==> src/rtl/acq_controller_if.sv <==
// Reader/RAM side bus of the acquisition controller: the disc reader word
// stream coming in and the acquisition RAM write port going out.
interface acq_controller_if #(
  parameter int BITS      = 16,
  parameter int ADDR_BITS = 19
) ();
  logic                 MDR_RUN;
  logic [BITS-1:0]      MDR_DATA;
  logic                 MDR_WRITE;
  logic [ADDR_BITS-1:0] RAM_ADDR;
  logic [BITS-1:0]      RAM_DATA;
  logic                 RAM_WE;

  modport master (
    output MDR_RUN, RAM_ADDR, RAM_DATA, RAM_WE,
    input  MDR_DATA, MDR_WRITE
  );

  modport slave (
    input  MDR_RUN, RAM_ADDR, RAM_DATA, RAM_WE,
    output MDR_DATA, MDR_WRITE
  );
endinterface

==> src/rtl/acq_controller.sv <==
// Sequences one disc acquisition: arm on START, optionally wait for index,
// stream reader words into RAM, stop on index limit / RAM full / ABORT.
module acq_controller #(
  parameter int BITS      = 16,
  parameter int ADDR_BITS = 19,
  parameter int IDX_BITS  = 8
) (
  input  logic                 CLOCK,
  input  logic                 RESET_N,
  input  logic                 START,
  input  logic                 ABORT,
  input  logic                 WAIT_INDEX,
  input  logic [IDX_BITS-1:0]  INDEX_LIMIT,
  input  logic                 FD_INDEX_IN,
  acq_controller_if.master     bus,
  output logic                 BUSY,
  output logic                 DONE,
  output logic                 RAM_FULL,
  output logic                 ABORTED,
  output logic [ADDR_BITS:0]   WORD_COUNT,
  output logic [IDX_BITS-1:0]  INDEX_SEEN
);

  typedef enum logic [1:0] {
    S_IDLE,
    S_WAIT_IDX,
    S_ACQUIRE,
    S_DONE
  } state_t;

  localparam logic [ADDR_BITS-1:0] ADDR_MAX = '1;

  state_t               state;
  logic [ADDR_BITS-1:0] addr_q;
  logic [ADDR_BITS:0]   word_count_q;
  logic [IDX_BITS-1:0]  index_seen_q;
  logic                 busy_q;
  logic                 done_q;
  logic                 ram_full_q;
  logic                 aborted_q;
  logic                 mdr_run_q;
  logic                 ram_we_q;
  logic [ADDR_BITS-1:0] ram_addr_q;
  logic [BITS-1:0]      ram_data_q;

  // FD_INDEX_IN is asynchronous to CLOCK: two flops before any logic sees it.
  logic [1:0] idx_sync;
  logic       idx_prev;
  logic       idx_rise;

  always_ff @(posedge CLOCK or negedge RESET_N) begin
    if (!RESET_N) begin
      idx_sync <= 2'b00;
      idx_prev <= 1'b0;
    end else begin
      idx_sync <= {idx_sync[0], FD_INDEX_IN};
      idx_prev <= idx_sync[1];
    end
  end

  assign idx_rise = idx_sync[1] & ~idx_prev;

  // Per-write decisions, all based on the word currently presented.
  logic                word_is_index;
  logic                limit_hit;
  logic                addr_full;
  logic [IDX_BITS-1:0] index_seen_next;
  logic                write_stop;

  assign word_is_index   = bus.MDR_DATA[BITS-2];
  assign limit_hit       = (INDEX_LIMIT != '0) && word_is_index &&
                           (IDX_BITS'(index_seen_q + 1'b1) == INDEX_LIMIT);
  assign addr_full       = (addr_q == ADDR_MAX);
  assign index_seen_next = (word_is_index && (index_seen_q != '1))
                           ? IDX_BITS'(index_seen_q + 1'b1) : index_seen_q;
  assign write_stop      = bus.MDR_WRITE && (limit_hit || addr_full);

  // NOTE: every register here uses <= so all branches see the same
  // pre-edge values; a blocking assignment would leak updates between them.
  always_ff @(posedge CLOCK or negedge RESET_N) begin
    if (!RESET_N) begin
      state        <= S_IDLE;
      addr_q       <= '0;
      word_count_q <= '0;
      index_seen_q <= '0;
      busy_q       <= 1'b0;
      done_q       <= 1'b0;
      ram_full_q   <= 1'b0;
      aborted_q    <= 1'b0;
      mdr_run_q    <= 1'b0;
      ram_we_q     <= 1'b0;
      ram_addr_q   <= '0;
      ram_data_q   <= '0;
    end else begin
      ram_we_q <= 1'b0;
      case (state)
        S_IDLE, S_DONE: begin
          // ABORT alongside START cancels the start and leaves status intact.
          if (START && !ABORT) begin
            addr_q       <= '0;
            word_count_q <= '0;
            index_seen_q <= '0;
            done_q       <= 1'b0;
            ram_full_q   <= 1'b0;
            aborted_q    <= 1'b0;
            ram_addr_q   <= '0;
            busy_q       <= 1'b1;
            if (WAIT_INDEX) begin
              state     <= S_WAIT_IDX;
              mdr_run_q <= 1'b0;
            end else begin
              state     <= S_ACQUIRE;
              mdr_run_q <= 1'b1;
            end
          end
        end

        S_WAIT_IDX: begin
          if (ABORT) begin
            state     <= S_DONE;
            busy_q    <= 1'b0;
            done_q    <= 1'b1;
            aborted_q <= 1'b1;
          end else if (idx_rise) begin
            state     <= S_ACQUIRE;
            mdr_run_q <= 1'b1;
          end
        end

        S_ACQUIRE: begin
          if (bus.MDR_WRITE) begin
            ram_we_q     <= 1'b1;
            ram_data_q   <= bus.MDR_DATA;
            ram_addr_q   <= addr_q;
            word_count_q <= word_count_q + 1'b1;
            index_seen_q <= index_seen_next;
            if (addr_full) begin
              ram_full_q <= 1'b1;
            end else begin
              addr_q <= addr_q + 1'b1;
            end
          end
          if (ABORT || write_stop) begin
            state     <= S_DONE;
            busy_q    <= 1'b0;
            done_q    <= 1'b1;
            mdr_run_q <= 1'b0;
            if (ABORT) begin
              aborted_q <= 1'b1;
            end
          end
        end

        default: begin
          state     <= S_IDLE;
          busy_q    <= 1'b0;
          mdr_run_q <= 1'b0;
        end
      endcase
    end
  end

  assign bus.MDR_RUN  = mdr_run_q;
  assign bus.RAM_WE   = ram_we_q;
  assign bus.RAM_ADDR = ram_addr_q;
  assign bus.RAM_DATA = ram_data_q;

  assign BUSY       = busy_q;
  assign DONE       = done_q;
  assign RAM_FULL   = ram_full_q;
  assign ABORTED    = aborted_q;
  assign WORD_COUNT = word_count_q;
  assign INDEX_SEEN = index_seen_q;

endmodule

==> src/flat_wrapper.sv <==
// flat-port wrapper written by rule: the top's interface ports become plain ports
module acq_controller_flat 
#(
  parameter int BITS      = 16,
  parameter int ADDR_BITS = 19,
  parameter int IDX_BITS  = 8
)
  (CLOCK, RESET_N, START, ABORT, WAIT_INDEX, INDEX_LIMIT, FD_INDEX_IN, BUSY, DONE, RAM_FULL, ABORTED, WORD_COUNT, INDEX_SEEN, bus_MDR_RUN, bus_RAM_ADDR, bus_RAM_DATA, bus_RAM_WE, bus_MDR_DATA, bus_MDR_WRITE);
  acq_controller_if #(.BITS(BITS), .ADDR_BITS(ADDR_BITS)) bus_i ();
  input  logic CLOCK;
  input  logic RESET_N;
  input  logic START;
  input  logic ABORT;
  input  logic WAIT_INDEX;
  input  logic [IDX_BITS-1:0] INDEX_LIMIT;
  input  logic FD_INDEX_IN;
  output logic BUSY;
  output logic DONE;
  output logic RAM_FULL;
  output logic ABORTED;
  output logic [ADDR_BITS:0] WORD_COUNT;
  output logic [IDX_BITS-1:0] INDEX_SEEN;
  output wire logic [$bits(bus_i.MDR_RUN)-1:0] bus_MDR_RUN;
  output wire logic [$bits(bus_i.RAM_ADDR)-1:0] bus_RAM_ADDR;
  output wire logic [$bits(bus_i.RAM_DATA)-1:0] bus_RAM_DATA;
  output wire logic [$bits(bus_i.RAM_WE)-1:0] bus_RAM_WE;
  input wire logic [$bits(bus_i.MDR_DATA)-1:0] bus_MDR_DATA;
  input wire logic [$bits(bus_i.MDR_WRITE)-1:0] bus_MDR_WRITE;
  assign bus_MDR_RUN = bus_i.MDR_RUN;
  assign bus_RAM_ADDR = bus_i.RAM_ADDR;
  assign bus_RAM_DATA = bus_i.RAM_DATA;
  assign bus_RAM_WE = bus_i.RAM_WE;
  assign bus_i.MDR_DATA = bus_MDR_DATA;
  assign bus_i.MDR_WRITE = bus_MDR_WRITE;
  acq_controller #(.BITS(BITS), .ADDR_BITS(ADDR_BITS), .IDX_BITS(IDX_BITS)) u_core (.CLOCK(CLOCK), .RESET_N(RESET_N), .START(START), .ABORT(ABORT), .WAIT_INDEX(WAIT_INDEX), .INDEX_LIMIT(INDEX_LIMIT), .FD_INDEX_IN(FD_INDEX_IN), .bus(bus_i), .BUSY(BUSY), .DONE(DONE), .RAM_FULL(RAM_FULL), .ABORTED(ABORTED), .WORD_COUNT(WORD_COUNT), .INDEX_SEEN(INDEX_SEEN));
endmodule
==> config.mk <==
export PLATFORM = sky130hd
export DESIGN_NAME = acq_controller_flat
export DESIGN_NICKNAME = d
export VERILOG_FILES = /design/src/rtl/acq_controller_if.sv /design/src/rtl/acq_controller.sv /design/src/flat_wrapper.sv
export SDC_FILE = /design/constraint.sdc
export NUM_CORES = 1
export LEC_CHECK = 0
export ABC_CLOCK_PERIOD_IN_PS = 2700
export CAP_MARGIN = 10
export CELL_PAD_IN_SITES_DETAIL_PLACEMENT = 1
export CELL_PAD_IN_SITES_GLOBAL_PLACEMENT = 1
export CORE_ASPECT_RATIO = 1.2
export CORE_MARGIN = 3
export CORE_UTILIZATION = 40
export CTS_BUF_LIST = sky130_fd_sc_hd__clkbuf_8
export DETAILED_ROUTE_END_ITERATION = 7
export GPL_TIMING_DRIVEN = 0
export PLACE_DENSITY = 0.91
export SYNTH_ARGS = -nofsm -noshare
export SYNTH_HDL_FRONTEND = slang
export SYNTH_SLANG_ARGS = --single-unit
==> constraint.sdc <==
create_clock -name CLOCK -period 2.7 [get_ports CLOCK]
set_input_delay 0.81 -clock CLOCK [delete_from_list [all_inputs] [get_ports CLOCK]]
set_output_delay 0.81 -clock CLOCK [all_outputs]
set_load 0.02 [all_outputs]
==> results_dict.tcl <==
set metrics [dict create \
    dieArea_um2 12330 \
    vdd_drop_max_v 0.0002888 \
    swShare 0.3704 \
    fp.dieH_um 121.1 \
    cts_tree "done" \
    syn_inst 403 \
    pin_count 100 \
    p_switching_mw 1.819 \
    antenna_found_initial 0 \
    setup.worst_path.start_class "primary input" \
    drv_cap 0 \
    yosys-top-cells-area "dfrtp_1 (53%), mux2_2 (5.6%), nor2_1 (4.1%), a22o_1 (4.0%), xor2_1 (4.0%)" \
    core.rowCount 41 \
    synth-edff-count 0 \
    cts_buffers 9 \
    drive_gt1_frac 0.1178 \
    layout_setup_ws_ns -0.003389 \
    synth_top_area_cell "dfrtp_1" \
    cts.clk_slew.worst_paths_ns 0.10 \
    drt-total-wl_um 12250 \
    violations "negative setup slack" \
    root_buffer "clkbuf_8" \
    crit_path_end_kind "register" \
    nNetsFinal 549 \
    wl_per_cell_um 18.94 \
    total_power_mw 4.911 \
    maxSlewHeadroom 0.5826 \
    p_clk_frac 0.231 \
    synth.most_common_cell "dfrtp_1" \
    core_um2 10620 \
    grt_max_degree 49 \
    p_seq_frac 0.369 \
    place_ws_ns -0.4135 \
    min_period_over_period 1.001 \
    rsz0062_at_grt "true" \
    skew_ns 0.01112 \
    p_int_mw 3.092 \
    grt_pass1_vias 4039 \
    drc 0 \
    synth_top_area_frac 0.5274 \
    yosys_warnings 0 \
    ys_top_cells_by_count "dfrtp_1 (93), nor2_1 (48), nand3_1 (24), mux2_2 (22), nand2_1 (22)" \
    dp_hpwl_um 8910 \
    die_w_um 101.9 \
    synth_seq_cells 93 \
    gp_congestion 0.8170 \
    holdWs_ns 0.3657 \
    drv_slew 0 \
    cts.path.max_buffers 2 \
    io_buffers 99 \
    yosysUniqueCellTypes 51 \
    arrival_ns 2.97 \
    total_leakage_power_nw 2.539 \
    initial_core_util 0.4156 \
    setup_viol_count_final 2 \
    worstSkewPairLatency_ns 0.37 \
    design_area_um2 5839 \
    vias_per_cell 5.532 \
    status "finished, violations left" \
    grtUsageTotal 0.2147 \
    cp_data_required_time_ns 2.97 \
    grt_pass1_wl_um 20760 \
    drtPass1Iterations 4 \
    mappedNetlistArea_um2 4413 \
    syn_area_per_cell_um2 10.95 \
    async_flop_share 1.000 \
    clock_sinks 93 \
    seq_area_frac_synth 0.5274 \
    power_frac_comb 0.400 \
    pwr_density_cell_nw_per_um2 840.9 \
    yosys_most_used_dff "dfrtp_1" \
    grt.overflow.total 0 \
    drt_iter0_markers 129 \
    hold_viol 0 \
    syn_nets 439 \
    crit_type "primary input to register" \
    num_vias 3579 \
    area_growth_pct 32.32 \
    placed_cell_area_um2 5590 \
    htree_levels 3 \
    cp_max_fo 4 \
    antenna-diode-count 0 \
    finalCriticalPeriod_ns 2.703 \
    antenna_left 0 \
    tightestPinTransition_ns 0.6261 \
    fmax_ghz 0.3699 \
    hold_class "register to register" \
]
per-stage QoR:
stage	util	setup TNS [ns]	cells
2_1_floorplan	-	0	403
3_3_place_gp	0.5241	-237.11	631
3_5_place_dp	0.5265	-9.474	632
4_1_cts	0.5498	-0.006225	648
5_1_grt	0.5499	-0.2152	647
6_report	0.5499	-0.006341	647
cell type report:
class	instances	area (µm²)
plain buffers	17	77.57
clock buffers	9	123.9
multi-input cells	282	1974
fillers	1137	4780
inverters	10	37.54
clock inverters	7	121.4
well taps	129	161.4
flip-flops and latches	93	2327
repair buffers	100	1016
final timing paths:
path,start,slack (ns),end,cells past startpoint
setup / recovery,INDEX_LIMIT[2],-0.003,u_core.BUSY$_DFFE_PN0P_,7
hold / removal,u_core.idx_sync[0]$_DFF_PN0_,0.37,u_core.idx_sync[1]$_DFF_PN0_,0
setup reg to reg,u_core.INDEX_SEEN[0]$_DFFE_PN0P_,0.16,u_core.BUSY$_DFFE_PN0P_,8
hold reg to reg,u_core.idx_sync[0]$_DFF_PN0_,0.37,u_core.idx_sync[1]$_DFF_PN0_,0
max in group asynchronous,RESET_N,1.60,u_core.bus.MDR_RUN$_DFFE_PN0P_,2
min in group asynchronous,RESET_N,0.45,u_core.addr_q[5]$_DFFE_PN0P_,1
state kept, by name (all words and copies together) (netlist names):
register and flops:
u_core.bus.RAM_ADDR 19, u_core.RAM_FULL 1, u_core.BUSY 1, u_core.state 2, u_core.ABORTED 1, u_core.bus.MDR_RUN 1, u_core.INDEX_SEEN 8, u_core.addr_q 19
u_core.bus.RAM_DATA 16, u_core.idx_sync 2, u_core.idx_prev 1, u_core.bus.RAM_WE 1, u_core.WORD_COUNT 20, u_core.DONE 1
kinds of logic (layout without fill, tap and decap cells):
| logic type | Yosys count | count (layout) | synth area share |
|---|---|---|---|
| AOI/OAI and AO/OA | 69 | 69 | 0.1259 |
| DFF | 93 | 93 | 0.5274 |
| muxes | 23 | 23 | 0.05841 |
| buffers and inverters | 28 | 143 | 0.02693 |
| adders and majority gates | 5 | 5 | 0.01418 |
| xor gates and xnor gates | 38 | 38 | 0.07542 |
| and+or+nand+nor | 147 | 147 | 0.1718 |
critical path, cell delays in order:
cell and delay, ns:
clkdlybuf4s50_1 0.49, nand2b_1 0.21, o211a_1 0.21, o32ai_1 0.33
o2111ai_2 0.24, a22oi_1 0.30, mux2_2 0.37
layer usage:
metal / part of all wire / vias up / track usage / wire length [µm]
met1: 0.42 / 1849 / 0.2739 / 5177
met2: 0.53 / 69 / 0.3674 / 6530
met5: 0 / - / 0 / 0
li1: - / 1653 / - / -
met3: 0.033 / 8 / 0.03910 / 400
met4: 0.012 / 0 / 0.06809 / 142
placed cells by master (no fill, tap or decap), types with 4 or more instances in the layout:
cell type,netlist,layout
clkdlybuf4s50_1,0,98
dfrtp_1,93,93
nor2_1,48,47
nand3_1,24,24
nand2_1,22,22
mux2_2,22,22
a22o_1,20,20
xor2_1,20,20
xnor2_1,18,18
o21ai_0,14,14
inv_1,10,10
a21oi_1,10,10
clkbuf_8,0,9
clkbuf_1,9,8
and3_1,8,8
buf_2,7,7
nand2b_1,7,7
nand4_1,7,7
nor3_1,7,7
nor2b_1,5,5
and4_1,5,5
ha_1,5,5
and2_1,4,4
timing repair:
action / 4_1_cts / 5_1_grt
buffers inserted: 0 / 0
gates cloned: 0 / 0
pin swaps: 0 / 0
setup endpoints to repair: 3 / 13
hold buffers: 0 / 0
resized for setup: 1 / 1
power by group through the flow:
stage	combinational (mW)	clock, mW	sequential, mW
final	1.96	1.13	1.81
after global routing	2.11	1.22	1.85
after CTS	1.98	1.16	1.81
after detailed placement	1.96	0	1.84
after global placement	1.86	0	1.81
after floorplan	0.900	0	2.05
(Power assumes the default switching activity.)
